[config.mk]
export PLATFORM = sky130hd
export DESIGN_NAME = traffic_intersection_ctrl
export DESIGN_NICKNAME = d
export VERILOG_FILES = /design/src/rtl/traffic_pkg.sv /design/src/rtl/phase_timer.sv /design/src/rtl/traffic_intersection_ctrl.sv
export SDC_FILE = /design/constraint.sdc
export NUM_CORES = 1
export LEC_CHECK = 0
export ABC_AREA = 1
export CORE_MARGIN = 1
export CORE_UTILIZATION = 55
export DETAILED_ROUTE_END_ITERATION = 6
export GPL_TIMING_DRIVEN = 1
export PLACE_DENSITY_LB_ADDON = 0.1
export SLEW_MARGIN = 20
export SYNTH_ARGS = -nofsm -noshare
export SYNTH_HDL_FRONTEND = slang
export SYNTH_SLANG_ARGS = --single-unit
[constraint.sdc]
create_clock -name clk -period 4.36 [get_ports clk]
set_clock_uncertainty 0.1 [all_clocks]
set_input_delay 0.654 -clock clk [delete_from_list [all_inputs] [get_ports clk]]
set_output_delay 0.654 -clock clk [all_outputs]
set_load 0.01 [all_outputs]
[src/rtl/traffic_pkg.sv]
`default_nettype none
// ============================================================================
// traffic_pkg : lamp encodings and controller state enum
// Revision    : 1.0
// ============================================================================
package traffic_pkg;

    // Lamps are active-low {R,B,G}
    localparam logic [2:0] LED_RED   = 3'b011;
    localparam logic [2:0] LED_BLUE  = 3'b101;
    localparam logic [2:0] LED_GREEN = 3'b110;

    // STARTUP shares the low three bits with CLR_C: both are all-red phases
    // that lead straight into MAIN_G, so the 3-bit debug view stays meaningful.
    typedef enum logic [3:0] {
        MAIN_G  = 4'd0,
        MAIN_B  = 4'd1,
        CLR_A   = 4'd2,
        SIDE_G  = 4'd3,
        SIDE_B  = 4'd4,
        CLR_B   = 4'd5,
        PED     = 4'd6,
        CLR_C   = 4'd7,
        STARTUP = 4'd15
    } state_e;

endpackage
`default_nettype wire

[src/rtl/phase_timer.sv]
`default_nettype none
// ============================================================================
// phase_timer : loadable 32-bit down counter, done while the count is zero
// Revision    : 1.0
// ============================================================================
module phase_timer (
    input  logic        clk,
    input  logic        rst_n,
    input  logic        load,
    input  logic [31:0] load_val,
    output logic        done
);

    logic [31:0] count_q;
    logic [31:0] count_d;

    always_comb begin
        count_d = count_q;
        if (load) begin
            count_d = load_val;
        end else if (count_q != 32'd0) begin
            count_d = count_q - 32'd1;
        end
    end

    always_ff @(posedge clk) begin
        if (!rst_n) begin
            count_q <= '0;
        end else begin
            count_q <= count_d;
        end
    end

    assign done = (count_q == 32'd0);

endmodule
`default_nettype wire

[src/rtl/traffic_intersection_ctrl.sv]
`default_nettype none
// ============================================================================
// traffic_intersection_ctrl : two-road intersection controller with optional
// pedestrian phase (enabled by defining TRAFFIC_PED_EN).
// Revision : 1.0
// ============================================================================
module traffic_intersection_ctrl
    import traffic_pkg::*;
#(
    parameter int unsigned MAIN_GREEN_CYC = 120_000_000,
    parameter int unsigned SIDE_GREEN_CYC = 120_000_000,
    parameter int unsigned BLUE_CYC       = 48_000_000,
    parameter int unsigned ALLRED_CYC     = 24_000_000,
    parameter int unsigned PED_CYC        = 240_000_000
) (
    input  logic       clk,
    input  logic       rst_n,
    input  logic       side_req,
    input  logic       ped_req,
    output logic       ped_ack,
    output logic [2:0] main_led,
    output logic [2:0] side_led,
    output logic       ped_walk,
    output logic [2:0] phase
);

    state_e      state_q, state_d;
    logic        entry_q, entry_d;
    logic        side_lat_q, side_lat_d;
    logic [2:0]  main_led_q, main_led_d;
    logic [2:0]  side_led_q, side_led_d;
    logic [2:0]  phase_q, phase_d;
    logic [31:0] dur;
    logic        timer_done;
    logic        expire;
    logic        ped_pend;

    always_comb begin
        dur = ALLRED_CYC;
        case (state_q)
            MAIN_G:         dur = MAIN_GREEN_CYC;
            MAIN_B, SIDE_B: dur = BLUE_CYC;
            SIDE_G:         dur = SIDE_GREEN_CYC;
            PED:            dur = PED_CYC;
            default:        dur = ALLRED_CYC;
        endcase
    end

    // The timer is loaded in the first cycle of a state, so it must count
    // dur-2 further cycles; a one-cycle state expires in its entry cycle.
    phase_timer u_phase_timer (
        .clk      (clk),
        .rst_n    (rst_n),
        .load     (entry_q),
        .load_val (dur - 32'd2),
        .done     (timer_done)
    );

    assign expire = entry_q ? (dur == 32'd1) : timer_done;

    always_comb begin
        state_d = state_q;
        case (state_q)
            STARTUP: if (expire) state_d = MAIN_G;
            MAIN_G:  if (expire && (side_req || ped_pend)) state_d = MAIN_B;
            MAIN_B:  if (expire) state_d = CLR_A;
            CLR_A:   if (expire) state_d = side_lat_q ? SIDE_G : (ped_pend ? PED : MAIN_G);
            SIDE_G:  if (expire) state_d = SIDE_B;
            SIDE_B:  if (expire) state_d = CLR_B;
            CLR_B:   if (expire) state_d = ped_pend ? PED : MAIN_G;
`ifdef TRAFFIC_PED_EN
            PED:     if (expire) state_d = CLR_C;
            CLR_C:   if (expire) state_d = MAIN_G;
`endif
            default: state_d = STARTUP;
        endcase
    end

    always_comb begin
        entry_d    = (state_d != state_q);
        side_lat_d = side_lat_q;
        if (state_d == MAIN_B && state_q != MAIN_B) side_lat_d = side_req;
        if (state_d == SIDE_G && state_q != SIDE_G) side_lat_d = 1'b0;

        main_led_d = LED_RED;
        side_led_d = LED_RED;
        case (state_d)
            MAIN_G:  main_led_d = LED_GREEN;
            MAIN_B:  main_led_d = LED_BLUE;
            SIDE_G:  side_led_d = LED_GREEN;
            SIDE_B:  side_led_d = LED_BLUE;
            default: ;
        endcase
        phase_d = state_d[2:0];
    end

    always_ff @(posedge clk) begin
        if (!rst_n) begin
            state_q    <= STARTUP;
            entry_q    <= 1'b1;
            side_lat_q <= 1'b0;
            main_led_q <= LED_RED;
            side_led_q <= LED_RED;
            phase_q    <= 3'b111;
        end else begin
            state_q    <= state_d;
            entry_q    <= entry_d;
            side_lat_q <= side_lat_d;
            main_led_q <= main_led_d;
            side_led_q <= side_led_d;
            phase_q    <= phase_d;
        end
    end

`ifdef TRAFFIC_PED_EN
    logic ped_prev_q, ped_prev_d;
    logic ped_pend_q, ped_pend_d;
    logic ped_ack_q,  ped_ack_d;
    logic ped_walk_q, ped_walk_d;
    logic ped_rise;

    assign ped_rise = ped_req & ~ped_prev_q;

    // A new press in the same cycle PED is entered stays pending.
    always_comb begin
        ped_prev_d = ped_req;
        ped_ack_d  = ped_rise;
        ped_walk_d = (state_d == PED);
        ped_pend_d = ped_pend_q;
        if (state_d == PED && state_q != PED) ped_pend_d = 1'b0;
        if (ped_rise) ped_pend_d = 1'b1;
    end

    always_ff @(posedge clk) begin
        if (!rst_n) begin
            ped_prev_q <= 1'b0;
            ped_pend_q <= 1'b0;
            ped_ack_q  <= 1'b0;
            ped_walk_q <= 1'b0;
        end else begin
            ped_prev_q <= ped_prev_d;
            ped_pend_q <= ped_pend_d;
            ped_ack_q  <= ped_ack_d;
            ped_walk_q <= ped_walk_d;
        end
    end

    assign ped_pend = ped_pend_q;
    assign ped_ack  = ped_ack_q;
    assign ped_walk = ped_walk_q;
`else
    logic unused_ped_req;
    assign unused_ped_req = ped_req;
    assign ped_pend       = 1'b0;
    assign ped_ack        = 1'b0;
    assign ped_walk       = 1'b0;
`endif

    assign main_led = main_led_q;
    assign side_led = side_led_q;
    assign phase    = phase_q;

endmodule
`default_nettype wire

==> impl_metrics.json <==
{
  "synth_area_mm2": 0.00266,
  "drc": 0,
  "cts_root_buf": "clkbuf_8",
  "synth_area_leaders": "dfxtp_1 33%, nand2_1 13%, nor2_1 8.9%",
  "hold_path_end": "side_lat_q",
  "finalSetupTns_ns": 0,
  "synth_ff_type": "dfxtp_1",
  "netlist.area_leader.share": 0.332,
  "hold_start": "side_lat_q",
  "hold_path.class": "flop to flop",
  "synthArstFlopShare": 0,
  "clk_latency_ns": 0.30,
  "die_y_um": 71.5,
  "place.gp.congestion": 0.897,
  "grt_max_degree": 25,
  "dieArea_mm2": 0.00511,
  "cts_hold_buf": 0,
  "hold_viol": 0,
  "clock_path_buffers": 2,
  "post_cts_buffers": 0,
  "synth_enable_flop_cells": 0,
  "powerDensity_mw_per_mm2": 561,
  "start_util": 0.589,
  "power_leakage_nw": 1.29,
  "area_growth_syn_to_layout_pct": 9.05,
  "routed_wl_um": 5970,
  "nets": 418,
  "cts_tree": "done",
  "routedWlPerCell_um": 12.9,
  "final_common_cell": "nand2_1",
  "avgSynthCellArea_um2": 6.57,
  "n_fill_cell": 410,
  "worstSetupPathType": "flop to flop",
  "drt_pre_antenna_iters": 4,
  "status": "complete, no violations",
  "slew_headroom": 0.485,
  "antenna_found_initial": 0,
  "yosysSeqAreaShare": 0.332,
  "via_count": 2478,
  "reg2reg_depth": 5,
  "path_clk_slew_ns": 0.08,
  "cp.arrival_ns": 2.33,
  "utilization": 0.643,
  "worstSetupEndpointType": "flop",
  "syn_inst": 404,
  "rows": 24,
  "period_share": 0.519,
  "grt_pass1_wl_um": 10000,
  "holdPathStages": 2,
  "final_cell_mix": "90 x nand2_1, 63 x nor2_1, 47 x inv_1, 44 x dfxtp_1, 26 x nand3_1",
  "drt-initial-drc-count": 186,
  "grt_pass1_vias": 2256,
  "via_per_inst": 5.34,
  "clock-sinks": 44,
  "reg2reg_from": "entry_q",
  "ys_types": 44,
  "antenna_left": 0,
  "ios": 15,
  "grt_usage": 0.251,
  "drv_slew": 0,
  "yosysTopAreaCell": "dfxtp_1",
  "antennaDiodeCount": 0,
  "dp_hpwl_um": 4520,
  "io_buffers": 11,
  "critPathRequiredTime_ns": 4.42,
  "fmax_ghz": 0.442,
  "postCtsResizedCells": 0,
  "ir_drop_mv": 0.427,
  "grt_overflow_total": 0,
  "r2r_slack_ns": 2.10,
  "rsz0062_at_grt": "no",
  "die_w_um": 71.5,
  "cts_made_buffers": 5,
  "core-area_mm2": 0.00450,
  "ys_seq_elements": 44,
  "layout-drive-gt1-share": 0.121,
  "cap_viol_max_count": 0,
  "setup_viol": 0,
  "setup.worst_path.start_class": "flop",
  "tightest_slew_ns": 0.771,
  "timing.rr.end": "u_phase_timer.count_q[10]",
  "ys_warn_count": 0,
  "min_period_ns": 2.26,
  "crit_fanout": 24,
  "htree_levels": 2
}
[final cells by class]
class                           instances  area (um2)  share of cell area
Clock buffer                            5        68.8              0.0238
Multi-Input combinational cell        298        1510               0.522
Clock inverter                          2        60.1              0.0207
Sequential cell                        44         881               0.304
Inverter                               51         191              0.0661
Timing Repair Buffer                   12         118              0.0406
Tap cell                               52        65.1              0.0225
[how the worst max path moves through the flow]
stage	start	to	slack (ns)	depth (start not counted)
after global placement	rst_n	u_phase_timer.count_q[0]	2.08	5
after detailed placement	rst_n	u_phase_timer.count_q[9]	2.05	4
after floorplan	u_phase_timer.count_q[0]	u_phase_timer.count_q[22]	2.60	14
after CTS	entry_q	side_led[2]	2.07	9
final	entry_q	u_phase_timer.count_q[10]	2.10	5
after global routing	entry_q	entry_q	1.88	10
[stage by stage]
step | hold slack, ns | setup WS [ns] | total power (W) | cell area, um2 | std cells
floorplan | 0.332 | 2.60 | 0.00112 | 2660 | 405
global placement | 0.344 | 2.08 | 0.00125 | 2770 | 457
detailed placement | 0.351 | 2.05 | 0.00127 | 2770 | 457
CTS | 0.363 | 2.07 | 0.00163 | 2900 | 464
global route | 0.394 | 1.88 | 0.00176 | 2900 | 464
finish | 0.357 | 2.10 | 0.00163 | 2900 | 464
[cell usage after synthesis, types with 4 or more instances]
cell,number
nand4_1,4
nand3_2,4
xnor2_1,4
a31oi_1,6
inv_1,47
nand2_2,11
nor2_2,9
nand2_1,90
buf_4,5
o21ai_0,12
nand3_1,26
nor3_1,13
dfxtp_1,44
nor2_1,63
nor2_4,5
a21oi_1,19
[cells by family after synthesis]
kind of cell	Yosys count	synth area share
buffers and inverters	63	0.100
other	1	0.00141
AND/OR/NAND/NOR	240	0.434
adder cells (fa/ha/maj)	2	0.00942
AO/OA/AOI/OAI	49	0.107
XOR/XNOR	5	0.0165
flip-flops	44	0.332
[sequential cells by signal, summed over array words and instances (netlist names)]
signal and count:
side_led 3, state_q 4, main_led 3, u_phase_timer.count_q 32
side_lat_q 1, entry_q 1
[routing by layer]
metal	global-route usage	share of wire	up-vias
met3	0.0436	0.041	8
met5	0	0	-
met4	0.0893	0.018	0
li1	-	-	1300
met2	0.432	0.47	54
met1	0.319	0.47	1116
[worst max-delay path: stages, from the launching register on]
cell	delay, ns
dfxtp_1	0.57
inv_1	0.46
nand2_2	0.39
o21ai_1	0.18
nor2_1	0.31
a21oi_1	0.12
[where the power goes]
part           total, W  switching (W)  internal, W
sequential     0.000551      0.0000806     0.000470
clock          0.000363       0.000138     0.000226
combinational  0.000712       0.000462     0.000250
Power figures use the tool's default switching activity.
